<file path="src/rtl/prover_compute_v_gatesink_if.sv">
// V-value handshake bundle between the V shift-register bank, the gate sink and the gate evaluator.
// Latency: none, this is wiring only.
// Backpressure: gates_ready flows back to the bank, and q_ack flows back from the evaluator.
// Ports: in_vals/gates_en/gates_ready (bank side), q_vals/q_valid/q_ack (consumer side),
//        count/all_empty/overflow (status).
interface prover_compute_v_gatesink_if #(
    parameter int nParallel = 1,
    parameter int F_NBITS   = 61,
    parameter int nCntBits  = 8
);
    logic [nParallel-1:0][3:0][F_NBITS-1:0] in_vals;
    logic [nParallel-1:0]                   gates_en;
    logic [nParallel-1:0]                   gates_ready;
    logic [nParallel-1:0][3:0][F_NBITS-1:0] q_vals;
    logic [nParallel-1:0]                   q_valid;
    logic [nParallel-1:0]                   q_ack;
    logic [nParallel-1:0][nCntBits-1:0]     count;
    logic                                   all_empty;
    logic                                   overflow;

    // master: bank plus consumer (drives strobes and acks).
    modport master (
        output in_vals, gates_en, q_ack,
        input  gates_ready, q_vals, q_valid, count, all_empty, overflow
    );

    // slave: the gate sink itself.
    modport slave (
        input  in_vals, gates_en, q_ack,
        output gates_ready, q_vals, q_valid, count, all_empty, overflow
    );
endinterface

</file>
<file path="src/rtl/prover_compute_v_gatesink.sv">
// Per-lane 2-entry quad FIFO that sinks V values from the bank and feeds gate evaluation.
// Latency: an accepted strobe at edge N is visible on q_valid/q_vals in cycle N+1.
// Backpressure: gates_ready = FIFO not full (registered), and a strobe into a full lane is dropped and flagged.
// Ports: clk, rstb (async active-low), restart (sync clear), vbus (slave side of the V handshake).

// Marker module: it is instantiated only when nParallel is overridden inconsistently.
module prover_compute_v_gatesink_param_error;
endmodule

module prover_compute_v_gatesink #(
    parameter int nParBits  = 0,
    parameter int nCntBits  = 8,
    parameter int F_NBITS   = 61,
    parameter int nParallel = 1 << nParBits
) (
    input  logic                            clk,
    input  logic                            rstb,
    input  logic                            restart,
    prover_compute_v_gatesink_if.slave      vbus
);
    if (nParallel != (1 << nParBits)) begin : g_param_check
        prover_compute_v_gatesink_param_error u_param_error ();
    end

    logic [nParallel-1:0][1:0][3:0][F_NBITS-1:0] mem;
    logic [nParallel-1:0]                        rd_ptr;
    logic [nParallel-1:0]                        wr_ptr;
    logic [nParallel-1:0][1:0]                   occ;
    logic [nParallel-1:0][nCntBits-1:0]          cnt;
    logic                                        ovf;

    logic [nParallel-1:0] acc;
    logic [nParallel-1:0] pop;
    logic [nParallel-1:0] drop;

    // restart masks both sides, so a colliding strobe or ack is simply lost.
    // A full lane drops its strobe even when the head is popped in the same cycle,
    // so there is no combinational path from q_ack to the write.
    always_comb begin
        acc  = '0;
        pop  = '0;
        drop = '0;
        for (int i = 0; i < nParallel; i++) begin
            acc[i]  = vbus.gates_en[i] && (occ[i] != 2'd2) && !restart;
            drop[i] = vbus.gates_en[i] && (occ[i] == 2'd2) && !restart;
            pop[i]  = vbus.q_ack[i]    && (occ[i] != 2'd0) && !restart;
        end
    end

    // Storage is reset asynchronously so that q_vals reads 0 after reset, and restart leaves it alone.
    always_ff @(posedge clk or negedge rstb) begin
        if (!rstb) begin
            mem <= '0;
        end else begin
            for (int i = 0; i < nParallel; i++) begin
                if (acc[i]) begin
                    mem[i][wr_ptr[i]] <= vbus.in_vals[i];
                end
            end
        end
    end

    always_ff @(posedge clk or negedge rstb) begin
        if (!rstb) begin
            rd_ptr <= '0;
            wr_ptr <= '0;
            occ    <= '0;
            cnt    <= '0;
            ovf    <= 1'b0;
        end else if (restart) begin
            rd_ptr <= '0;
            wr_ptr <= '0;
            occ    <= '0;
            cnt    <= '0;
            ovf    <= 1'b0;
        end else begin
            for (int i = 0; i < nParallel; i++) begin
                if (acc[i]) begin
                    wr_ptr[i] <= ~wr_ptr[i];
                    if (cnt[i] != {nCntBits{1'b1}}) begin
                        cnt[i] <= cnt[i] + 1'b1;
                    end
                end
                if (pop[i]) begin
                    rd_ptr[i] <= ~rd_ptr[i];
                end
                // At occ==1, accept plus pop keeps occ. The freshly written tail becomes the head.
                case ({acc[i], pop[i]})
                    2'b10:   occ[i] <= occ[i] + 2'd1;
                    2'b01:   occ[i] <= occ[i] - 2'd1;
                    default: occ[i] <= occ[i];
                endcase
            end
            if (|drop) begin
                ovf <= 1'b1;
            end
        end
    end

    // All status outputs come from registered state only.
    always_comb begin
        vbus.gates_ready = '0;
        vbus.q_valid     = '0;
        vbus.q_vals      = '0;
        for (int i = 0; i < nParallel; i++) begin
            vbus.gates_ready[i] = (occ[i] != 2'd2);
            vbus.q_valid[i]     = (occ[i] != 2'd0);
            vbus.q_vals[i]      = mem[i][rd_ptr[i]];
        end
    end

    assign vbus.count     = cnt;
    assign vbus.all_empty = ~|occ;
    assign vbus.overflow  = ovf;

endmodule

</file>
<file path="src/flat_wrapper.sv">
// flat-port wrapper written by rule: the top's interface ports become plain ports
module prover_compute_v_gatesink_flat 
#(
    parameter int nParBits  = 0,
    parameter int nCntBits  = 8,
    parameter int F_NBITS   = 61,
    parameter int nParallel = 1 << nParBits
)
  (clk, rstb, restart, vbus_in_vals, vbus_gates_en, vbus_q_ack, vbus_gates_ready, vbus_q_vals, vbus_q_valid, vbus_count, vbus_all_empty, vbus_overflow);
  prover_compute_v_gatesink_if #(.nParallel(nParallel), .F_NBITS(F_NBITS), .nCntBits(nCntBits)) vbus_i ();
  input  logic clk;
  input  logic rstb;
  input  logic restart;
  input wire logic [$bits(vbus_i.in_vals)-1:0] vbus_in_vals;
  input wire logic [$bits(vbus_i.gates_en)-1:0] vbus_gates_en;
  input wire logic [$bits(vbus_i.q_ack)-1:0] vbus_q_ack;
  output wire logic [$bits(vbus_i.gates_ready)-1:0] vbus_gates_ready;
  output wire logic [$bits(vbus_i.q_vals)-1:0] vbus_q_vals;
  output wire logic [$bits(vbus_i.q_valid)-1:0] vbus_q_valid;
  output wire logic [$bits(vbus_i.count)-1:0] vbus_count;
  output wire logic [$bits(vbus_i.all_empty)-1:0] vbus_all_empty;
  output wire logic [$bits(vbus_i.overflow)-1:0] vbus_overflow;
  assign vbus_i.in_vals = vbus_in_vals;
  assign vbus_i.gates_en = vbus_gates_en;
  assign vbus_i.q_ack = vbus_q_ack;
  assign vbus_gates_ready = vbus_i.gates_ready;
  assign vbus_q_vals = vbus_i.q_vals;
  assign vbus_q_valid = vbus_i.q_valid;
  assign vbus_count = vbus_i.count;
  assign vbus_all_empty = vbus_i.all_empty;
  assign vbus_overflow = vbus_i.overflow;
  prover_compute_v_gatesink #(.nParBits(nParBits), .nCntBits(nCntBits), .F_NBITS(F_NBITS), .nParallel(nParallel)) u_core (.clk(clk), .rstb(rstb), .restart(restart), .vbus(vbus_i));
endmodule
</file>
<file path="config.mk">
export PLATFORM = sky130hd
export DESIGN_NAME = prover_compute_v_gatesink_flat
export DESIGN_NICKNAME = d
export VERILOG_FILES = /design/src/rtl/prover_compute_v_gatesink_if.sv /design/src/rtl/prover_compute_v_gatesink.sv /design/src/flat_wrapper.sv
export SDC_FILE = /design/constraint.sdc
export NUM_CORES = 1
export LEC_CHECK = 0
export CAP_MARGIN = 0
export CORE_MARGIN = 3
export CORE_UTILIZATION = 40
export DETAILED_ROUTE_END_ITERATION = 7
export DONT_BUFFER_PORTS = 1
export PLACE_DENSITY = 0.5
export SLEW_MARGIN = 20
export SYNTH_ARGS = -nofsm -noshare
export SYNTH_HDL_FRONTEND = slang
export SYNTH_SLANG_ARGS = --single-unit
</file>
<file path="constraint.sdc">
create_clock -name clk -period 3.3 [get_ports clk]
set_input_delay 0.33 -clock clk [delete_from_list [all_inputs] [get_ports clk]]
set_output_delay 0.33 -clock clk [all_outputs]
set_load 0.1 [all_outputs]
</file>
# After elaboration in Yosys (flattened, before gate mapping)

Cells that the tools add are included.

Add/subtract/negate cells: 3
Magnitude comparators: 3
Eq/ne operators: 5
Muxes and demuxes: 16
Bitwise logic cells: 2
Reduce and logical (&&, ||, !) cells: 17

Operators by type and width:

| kind                                                                   | count |
|---|---|
| 244-bit 2-to-1 mux                                                     | 3 |
| 488-bit bitwise mux                                                    | 1 |
| 244-bit demux with 1-bit select                                        | 1 |
| 8-bit 2-to-1 mux                                                       | 3 |
| 2-bit nonzero test                                                     | 5 |
| 8-bit by 1-bit adder with 8-bit output (second input constant)         | 1 |
| 8-bit != test (second input constant)                                  | 1 |
| 1-bit logical AND                                                      | 7 |
| 1-bit 2-to-1 mux                                                       | 6 |
| 2-bit equality test (second input constant)                            | 2 |
| 1-bit by 2-bit < comparator with 1-bit output (second input constant)  | 2 |
| 2-bit one-hot mux with 2 select lines                                  | 1 |
| 3-bit nonzero test                                                     | 1 |
| 2-bit by 1-bit adder with 2-bit output (second input constant)         | 1 |
| 2-bit by 1-bit equality test with 1-bit output (second input constant) | 1 |
| 1-bit zero test                                                        | 2 |
| 2-bit 2-to-1 mux                                                       | 1 |
| 2-bit != test (second input constant)                                  | 1 |
| 1-bit NOT                                                              | 2 |
| 2-bit AND reduction                                                    | 1 |
| 2-bit OR reduction                                                     | 1 |
| 2-bit by 1-bit subtractor with 2-bit output (second input constant)    | 1 |
| 1-bit greater-or-equal comparator (second input constant)              | 1 |

Bits in registers: 501
Input port bits: 249
Logic and storage cells: 59

# Depth between registers and ports, before layout

Gate-level depths: netlist (run 1).

Depth in word-level cells: 6
Gate-level depth with buffers: 10
Mapped depth without buffers: 6

# Least setup slack after synthesis (run 1)

No wires, ideal clock.

Path kind: register to output
Start: register u_core.occ[0] (netlist bit)
End: output port vbus_q_valid
Arrival time: 2,688 ps
Slack: 282 ps
Cell stages (with the launch flop): 3
Path buffers: 0
Path through: dfrtp_1 -> nor2_1 -> inv_1

Longest elaborated chain between the ends: 1

RTL lines:

| what                            | RTL line                         | text |
|---|---|---|
| start, declared                 | prover_compute_v_gatesink.sv:28  | `logic [nParallel-1:0][1:0] occ;` |
| start signal, assigned by index | prover_compute_v_gatesink.sv:89  | `2'b10: occ[i] <= occ[i] + 2'd1;` |
| start signal, assigned by index | prover_compute_v_gatesink.sv:90  | `2'b01: occ[i] <= occ[i] - 2'd1;` |
| start signal, assigned by index | prover_compute_v_gatesink.sv:91  | `default: occ[i] <= occ[i];` |
| 2-bit nonzero test              | prover_compute_v_gatesink.sv:107 | `vbus.q_valid[i] = (occ[i] != 2'd0);` |
| end, declared                   | flat_wrapper.sv:19               | `output wire logic [$bits(vbus_i.q_valid)-1:0] vbus_q_valid;` |

Every way passes these cells.

# Final worst setup path (run 1)

Start: register u_core.rd_ptr
End: output port vbus_q_vals[119]

Longest elaborated chain between the ends: 2

RTL lines:

| what                                                  | RTL line                         | text |
|---|---|---|
| start, declared                                       | prover_compute_v_gatesink.sv:26  | `logic [nParallel-1:0] rd_ptr;` |
| start signal, assigned by index                       | prover_compute_v_gatesink.sv:85  | `rd_ptr[i] <= ~rd_ptr[i];` |
| 244-bit 2-to-1 mux (not written as such) (2 in a row) | prover_compute_v_gatesink.sv:108 | `vbus.q_vals[i] = mem[i][rd_ptr[i]];` |
| end, declared                                         | flat_wrapper.sv:18               | `output wire logic [$bits(vbus_i.q_vals)-1:0] vbus_q_vals;` |

Every way passes these cells. The select of a mux whose other input is x is not followed.

==> out/qor.yml, run 1 <==
die:
  die-area_um2: 60800
  pin_count: 505
  rows: 87
  fp.dieH_um: 246.6
  core_area_um2: 56820
  chipWidth_um: 246.6
  initial_core_util_pct: 40.75
logic_synthesis:
  synth_top_area_share_pct: 54.15
  syn-num-nets: 1628
  synthCells: 1378
  ys_seq_elements: 501
  synthArstFlopShare_pct: 100.0
  synth_top_area_cell: "dfrtp_1"
  synth_cell_type_count: 37
  synth_top_flop_cell: "dfrtp_1"
  synth.cell_area_um2: 23150
  seq_area_frac_synth_pct: 54.15
  yosysWarnings: 0
  synth.avg_cell_area_um2: 16.80
  post-synth-top-count-cell: "dfrtp_1"
  synth.area.top_cells: "dfrtp_1, mux2_4, mux2_2"
  synth_edf_count: 0
  synthTopCellsByCount: "dfrtp_1, mux2_2, mux2_4"
worst_setup_path:
  critPathArrivalTime_ns: 2.31
  cp_max_fo: 52
  rr_worst_depth: 8
  reg2reg_setup_slack_ns: 0.99
  crit_type: "reg -> out"
  crit_buf_inv: 2
  worst-path-stages: 3
  slowest_delay_ns: 0.62
  start_kind: "flip-flop"
  crit_top_cell: "buf_12"
  cp_slowest_cell: "mux2_2"
  cp-end-kind: "primary output"
  crit_family: "multiplexers"
  critical_path.cell_chain: "buf_12 -> buf_12 -> mux2_2"
  crit_required_ns: 2.97
global_route:
  grt_pass1_wl_mm: 85.78
  grt_pass1_vias: 13546
  antenna_found_initial: 6
  grt_use_total_pct: 18.09
  overflow: 0
  grt_max_degree: 502
final_layout:
  nets: 1887
  fin_cells: 2441
  area_growth_pct: 20.77
  drive_above_1_share_pct: 50.68
routing:
  avgViaCountPerCell: 5.027
  final_antenna_net_count: 0
  drc: 0
  first_pass_iters: 4
  routed_wl_mm: 56.28
  vias: 12271
  drtIter0Drc: 447
  wl_per_cell_um: 23.06
sta:
  relSlewSlack_pct: -68.74
  worst_pin_slew_ns: 2.531
  setup_slack_ns: 0.6551
  holdWs_ns: -0.5562
  period_share_pct: 80.15
  setup_tns_ns: 0
  slew_violations: 351
  hold_viol: 383
  finalCriticalPeriod_ns: 2.645
  clock_skew_ns: 0.007439
  fmax_ghz: 0.3781
  final-setup-viol-count: 0
  grt_setup_unrepaired: "no"
clocking:
  postCtsHoldBufs: 248
  cts_root_buf: "clkbuf_16"
  clock_latency_ns: 0.59
  cts_max_path_buffers: 3
  cts_buffers: 56
  cts_sinks: 501
  htreeDepth: 2
  clkTransAtPathRegs_ns: 0.06
  cts_tree: "built"
flow_run:
  max_cap_viol_count: 0
power:
  clkPwrFrac_pct: 23.2
  ir_drop_mv: 0.5956
  combPwrFrac_pct: 43.0
  powerDensity_nw_per_um2: 923.0
  p_switching_uw: 11400
  switching_share_pct: 44.18
  pwr-share-seq_pct: 33.8
  leakage_uw: 0.01250
  internal_power_uw: 14410
worst_hold_path:
  hp-class: "in -> async"
placement:
  place_congestion: 0.7738
  dp_slack_ns: 0.9686
  dp_cells: 2087
  dp_hpwl_mm: 37.03
  port_buffers: 0
status:
  violations: "hold timing, slew limit"
  status: "complete, but fails checks"
per-layer routing:
| layer | up-vias | GRT usage, % | wire [µm] |
|---|---|---|---|
| li1 | 5466 | - | - |
| met2 | 358 | 28.92 | 26590 |
| met1 | 6359 | 23.01 | 23490 |
| met4 | 0 | 6.112 | 1755 |
| met3 | 88 | 6.051 | 4451 |
| met5 | - | 0 | 0 |
worst paths after layout:
| kind | startpoint | endpoint |
|---|---|---|
| max in group asynchronous | rstb | u_core.mem[348]$_DFFE_PN0P_ |
| worst max-delay path | u_core.rd_ptr$_DFFE_PN0P_ | vbus_q_vals[119] |
| worst min-delay path | rstb | u_core.mem[333]$_DFFE_PN0P_ |
| worst max register to register | u_core.occ[1]$_DFFE_PN0P_ | u_core.mem[69]$_DFFE_PN0P_ |
| worst min register to register | u_core.mem[455]$_DFFE_PN0P_ | u_core.mem[455]$_DFFE_PN0P_ |
| min in group clk | vbus_gates_en | u_core.vbus.count[6]$_DFFE_PN0P_ |
kinds of logic (layout without fill, tap and decap cells):
group | count (synthesis) | in the layout | synth area share [%]
buffers and inverters | 87 | 388 | 3.540
AND/OR/NAND/NOR | 34 | 34 | 0.8161
flip-flops | 501 | 501 | 54.15
other | 0 | 6 | 0
multiplexers | 733 | 733 | 40.83
AO/OA/AOI/OAI | 19 | 19 | 0.4918
adder cells (fa/ha/maj) | 1 | 1 | 0.05403
XOR/XNOR | 3 | 3 | 0.1135
per-stage QoR:
step / utilization (%) / hold slack (ns) / total power (µW) / area (µm²)
after floorplan: - / 0.03441 / 18620 / 23150
after global placement: 41.74 / 0.04547 / 19480 / 23720
after detailed placement: 41.74 / 0.04829 / 19600 / 23720
after CTS: 49.18 / -0.6018 / 26090 / 27950
after global routing: 49.20 / -0.5985 / 26810 / 27960
final: 49.21 / -0.5562 / 25810 / 27960
power groups by stage:
stage	Combinational, µW	Clock [µW]	Sequential, µW
6_report	11100	6000	8720
5_1_grt	11400	6470	8940
4_1_cts	11200	6220	8710
3_5_place_dp	10800	0	8780
3_3_place_gp	10800	0	8720
2_1_floorplan	10100	0	8540
cell usage in the layout, fill, tap and decap left out, types with 2 or more instances in the layout:
cell type,n
nor2_1,9
diode_2,6
clkbuf_16,57
clkinv_2,7
dfrtp_1,500
clkbuf_1,26
bufinv_16,3
xor2_1,2
a211oi_1,3
and4_1,2
inv_2,2
buf_4,26
clkbuf_8,7
a21oi_1,9
nand3_1,3
mux2_4,320
dlygate4sd3_1,248
nor3_1,4
nor2_2,2
mux2_2,412
nand2_1,4
and3_1,2
buf_12,11
o21ai_0,3
timing repair:
item                                   4_1_cts  5_1_grt
buffers inserted                             0        0
gates resized for setup                      0        0
endpoints found under the hold margin     1002      501
cell type report:
cell class,instances,area [µm²]
fill,4910,28860
sequential,501,12540
multi-input combinational,790,9804
timing repair buffer,285,2898
clock buffer,90,1620
tap,756,945.9
clock inverter,10,125.1
antenna,6,15.01
inverter,3,11.26
sequential cells by signal, indices dropped and copies added (netlist names):
name	count
u_core.vbus.count	8
u_core.occ	2
u_core.wr_ptr	1
u_core.mem	488
u_core.vbus.overflow	1
u_core.rd_ptr	1
No activity file was read; power rests on OpenSTA's default activity.
==> run 2: changes to the inputs <==
- clock period: 3.3 -> 2.52 ns (I/O delays scaled with it)
==> run 2 against run 1 <==
The run still ends with hold timing, slew limit left; sequential cell count unchanged; utilization increased by 1.1 points; sequential power grew 32%; first-iteration DRC count increased by 7.2%; combinational power increased by 33%; worst hold slack got worse by 0.082 ns; critical path depth fell by 1; via count grew 1.0%.
==> out/qor.yml, run 2 (synthesis results as in run 1) <==
status:
  status: "complete, but fails checks"
  violations: "hold timing, slew limit"
worst_setup_path:
  rr_worst_depth: 8
  critPathArrivalTime_ns: 2.22
  reg2reg_setup_slack_ns: 0.28
  slowest_delay_ns: 0.62
  startpoint: "u_core.rd_ptr$_DFFE_PN0P_"
  r2r-start: "u_core.occ[1]$_DFFE_PN0P_"
  crit_family: "multiplexers"
  crit_type: "reg -> out"
  cp-end-kind: "primary output"
  crit_required_ns: 2.27
  crit_buf_inv: 1
  critical_path.cell_chain: "buf_12 -> mux2_2"
  cp_max_fo: 54
  rr_endpoint: "u_core.mem[142]$_DFFE_PN0P_"
  worst-path-stages: 2
  start_kind: "flip-flop"
  cp_slowest_cell: "mux2_2"
  cp-endpoint: "vbus_q_vals[222]"
clocking:
  htreeDepth: 2
  clock_latency_ns: 0.60
  cts_sinks: 501
  cts_root_buf: "clkbuf_16"
  cts_tree: "built"
  cts_max_path_buffers: 3
  postCtsHoldBufs: 248
  clkTransAtPathRegs_ns: 0.06
  cts_buffers: 57
final_layout:
  top_register: "u_core.mem"
  area_growth_pct: 23.43
  drive_above_1_share_pct: 51.59
  nets: 1903
  final_cell_area_um2: 28580
  final_cell_mix: "dfrtp_1, mux2_4, mux2_2"
  post-route-util_pct: 50.29
  final_common_cell: "dfrtp_1"
  largest_reg_flops: 488
global_route:
  grt_max_degree: 502
  grt_use_total_pct: 18.34
  grt_pass1_vias: 13678
  grt_pass1_wl_mm: 86.93
  antenna_found_initial: 8
  overflow: 0
sta:
  slew_violations: 394
  fmax_ghz: 0.4038
  hold_viol: 501
  setup_slack_ns: 0.04349
  clock_skew_ns: 0.01702
  period_share_pct: 98.27
  finalCriticalPeriod_ns: 2.477
  holdWs_ns: -0.6381
  worst_pin_slew_ns: 2.721
  relSlewSlack_pct: -81.43
  final-setup-viol-count: 0
  grt_setup_unrepaired: "yes"
die:
  core_area_um2: 56820
  fp.dieH_um: 246.6
  die-area_um2: 60800
  initial_core_util_pct: 40.75
  chipWidth_um: 246.6
  pin_count: 505
  rows: 87
routing:
  avgViaCountPerCell: 5.035
  vias: 12395
  final_antenna_net_count: 0
  routed_wl_mm: 56.90
  drc: 0
  drtIter0Drc: 479
  first_pass_iters: 4
  wl_per_cell_um: 23.11
power:
  ir_drop_mv: 0.7639
  powerDensity_nw_per_um2: 1201
  leakage_uw: 0.01293
placement:
  port_buffers: 0
  dp_hpwl_mm: 37.90
  post_dp_cell_area_um2: 23940
  dp_slack_ns: 0.2954
  place_congestion: 0.7576
worst_hold_path:
  hp-class: "in -> async"
flow_run:
  max_cap_viol_count: 0
[run 2: cell count changes in the layout (fill, tap and decap cells not counted), moves of 3 or more]
cell | before | now
clkbuf_1 | 26 | 20
mux2_4 | 320 | 397
mux2_2 | 412 | 335
buf_4 | 26 | 29
clkbuf_8 | 7 | 13
buf_12 | 11 | 21
[run 2: worst min-delay path by stage]
stage	startpoint	to	slack (ns)
3_3_place_gp	rstb	u_core.mem[330]$_DFFE_PN0P_	-0.03
2_1_floorplan	rstb	u_core.mem[0]$_DFFE_PN0P_	-0.04
6_report	rstb	u_core.mem[330]$_DFFE_PN0P_	-0.64
5_1_grt	rstb	u_core.mem[330]$_DFFE_PN0P_	-0.68
3_5_place_dp	rstb	u_core.mem[330]$_DFFE_PN0P_	-0.03
4_1_cts	rstb	u_core.mem[306]$_DFFE_PN0P_	-0.68
[run 2: worst reg2reg max path: cells and delay by family, from the launching register on]
| family | cells | cell delay (ns) |
|---|---|---|
| mux | 1 | 0.36 |
| flops | 1 | 0.43 |
| buf+inv | 4 | 0.75 |
| simple gates | 3 | 0.59 |
[run 2: power breakdown]
group,leakage [µW],internal [µW],switching [µW]
Sequential,0.00597,10300,1180
Combinational,0.00606,4190,10600
Clock,0.000902,4760,3280
Total,0.0129,19300,15100
[run 2: metrics by stage]
step                      hold WS, ns  power (µW)  std cells  TNS [ns]
after detailed placement     -0.03016       25710       2100         0
after CTS                     -0.6832       34650       2453    -4.714
after global placement       -0.03264       25530       2100         0
after global routing          -0.6778       35620       2461    -4.194
final                         -0.6381       34320       2462         0
after floorplan              -0.04359       24390       1378         0
[run 2: layout make-up]
type	count	area, µm²
Clock inverter	12	92.59
Tap cell	756	945.9
Clock buffer	92	1730
Timing Repair Buffer	300	3143
Sequential cell	501	12540
Fill cell	4834	28240
Inverter	3	11.26
Antenna cell	8	20.02
Multi-Input combinational cell	790	10090
[run 2: layer usage]
layer | track usage [%] | share of wire (%)
met4 | 6.578 | 3.2
met5 | 0 | 0
met3 | 5.649 | 7.4
met2 | 29.40 | 48
met1 | 23.46 | 42
[run 2: repair_timing]
action,in CTS,in global routing
endpoints found under the hold margin,1002,501
buffers inserted,1,1
endpoints found under the setup margin,190,96
resized for setup,67,11
==> run 3: changes to the inputs <==
- CORE_UTILIZATION: 40 -> 60
- PLACE_DENSITY: 0.5 -> 0.72
==> run 3 against run 2 <==
The flow finishes with violations (hold timing); critical endpoint is now vbus_q_vals[120]; cell count down 11%; highest routed layer is now met5; setup slack improved by 0.027 ns; worst hold slack better by 0.011 ns; critical path depth grew 1; sequential power hardly changed; global-route usage increased by 8.6 points; sequential share of layout area up 1.2 points; register-to-register slack got worse by 0.11 ns; routed wire length down 2.4%; largest cell class unchanged; combinational power hardly changed; clock power shrank 8.7%; maximum frequency grew 1.1%.
==> out/qor.yml, run 3 (synthesis results as in run 1) <==
sta:
  final-setup-viol-count: 0
  setup_tns_ns: 0
  hold_viol: 501
  relSlewSlack_pct: 36.59
  worst_pin_slew_ns: 0.9511
  period_share_pct: 97.21
  slew_violations: 0
  finalCriticalPeriod_ns: 2.450
  clock_skew_ns: 0.009509
  grt_setup_unrepaired: "no"
  holdWs_ns: -0.6274
  fmax_ghz: 0.4082
final_layout:
  final_common_cell: "dfrtp_1"
  final_cell_mix: "dfrtp_1, mux2_2, mux2_4"
  largest_reg_flops: 488
  top_register: "u_core.mem"
  nets: 1897
  final_cell_area_um2: 27800
  area_growth_pct: 20.07
  drive_above_1_share_pct: 51.34
worst_setup_path:
  crit_required_ns: 2.27
  cp_max_fo: 22
  startpoint: "u_core.rd_ptr$_DFFE_PN0P_"
  critPathArrivalTime_ns: 2.20
  start_kind: "flip-flop"
  reg2reg_setup_slack_ns: 0.17
  cp-end-kind: "primary output"
  crit_type: "reg -> out"
  rr_endpoint: "u_core.vbus.count[6]$_DFFE_PN0P_"
  rr_worst_depth: 8
  r2r-start: "u_core.occ[1]$_DFFE_PN0P_"
placement:
  dp_hpwl_mm: 35.56
  post_dp_cell_area_um2: 23660
  place_congestion: 0.7736
  port_buffers: 0
clocking:
  cts_setup_buffers: 0
  ctsResizeCount: 0
  cts_root_buf: "clkbuf_16"
  clock_latency_ns: 0.57
  clkTransAtPathRegs_ns: 0.06
  cts_sinks: 501
  cts_tree: "built"
  cts_buffers: 51
  cts_max_path_buffers: 3
  htreeDepth: 2
  postCtsHoldBufs: 250
routing:
  routed_wl_mm: 55.52
  final_antenna_net_count: 0
  first_pass_iters: 4
  drc: 0
  vias: 12665
  wl_per_cell_um: 25.20
  avgViaCountPerCell: 5.749
  drtIter0Drc: 652
die:
  initial_core_util_pct: 61.18
  fp.dieH_um: 202.4
  pin_count: 505
  chipWidth_um: 202.4
  rows: 71
  core_area_um2: 37840
  die-area_um2: 40980
global_route:
  overflow: 0
  grt_pass1_wl_mm: 86.41
  antenna_found_initial: 9
  grt_max_degree: 502
  grt_use_total_pct: 26.93
  grt_pass1_vias: 14184
worst_hold_path:
  hp-class: "in -> async"
status:
  status: "complete, but fails checks"
  violations: "hold timing"
power:
  leakage_uw: 0.01256
  powerDensity_nw_per_um2: 1204
  ir_drop_mv: 0.7252
flow_run:
  max_cap_viol_count: 0
-- run 3: power breakdown --
part	internal [µW]	switching, µW
combinational	3960	10600
clock	4280	3060
sequential	10300	1260
total	18500	15000
-- run 3: how the worst max path moves through the flow --
stage	slack, ns	to	cells after the start
2_1_floorplan	0.27	vbus_q_valid	2
3_3_place_gp	0.40	u_core.mem[33]$_DFFE_PN0P_	8
3_5_place_dp	0.34	u_core.mem[20]$_DFFE_PN0P_	8
4_1_cts	0.009	vbus_q_vals[120]	3
5_1_grt	0.004	vbus_q_vals[243]	2
6_report	0.07	vbus_q_vals[120]	3
-- run 3: per-layer routing --
| layer | GRT usage (%) | part of all wire (%) | vias to the layer above |
|---|---|---|---|
| met3 | 8.649 | 8.2 | 109 |
| met5 | 0 | 0.020 | - |
| met4 | 10.39 | 3.7 | 2 |
| met2 | 43.56 | 48 | 457 |
| met1 | 34.09 | 40 | 6614 |
| li1 | - | - | 5483 |
-- run 3: worst max-delay path, cell delays in order (launching register included) --
cell	delay, ns
dfrtp_4	0.59
buf_12	0.21
buf_12	0.17
mux2_2	0.63
-- run 3: area by class of cell --
class | instances | area, µm²
well taps | 511 | 639.4
flip-flops and latches | 501 | 12540
clock buffers | 79 | 1544
fillers | 2306 | 10050
inverters | 3 | 11.26
clock inverters | 8 | 65.06
diodes | 11 | 27.53
multi-input cells | 790 | 9804
repair buffers | 300 | 3166
-- run 3: stage by stage --
step	total power [µW]	worst slack, ns	util (%)	hold WS (ns)	instances
floorplan	24390	0.2652	-	-0.04359	1378
global placement	25410	0.3967	62.52	-0.03381	1855
detailed placement	25660	0.3423	62.52	-0.03149	1855
CTS	33510	0.008905	73.38	-0.6595	2192
global route	34560	0.003826	73.43	-0.6613	2199
finish	33480	0.07040	73.45	-0.6274	2203
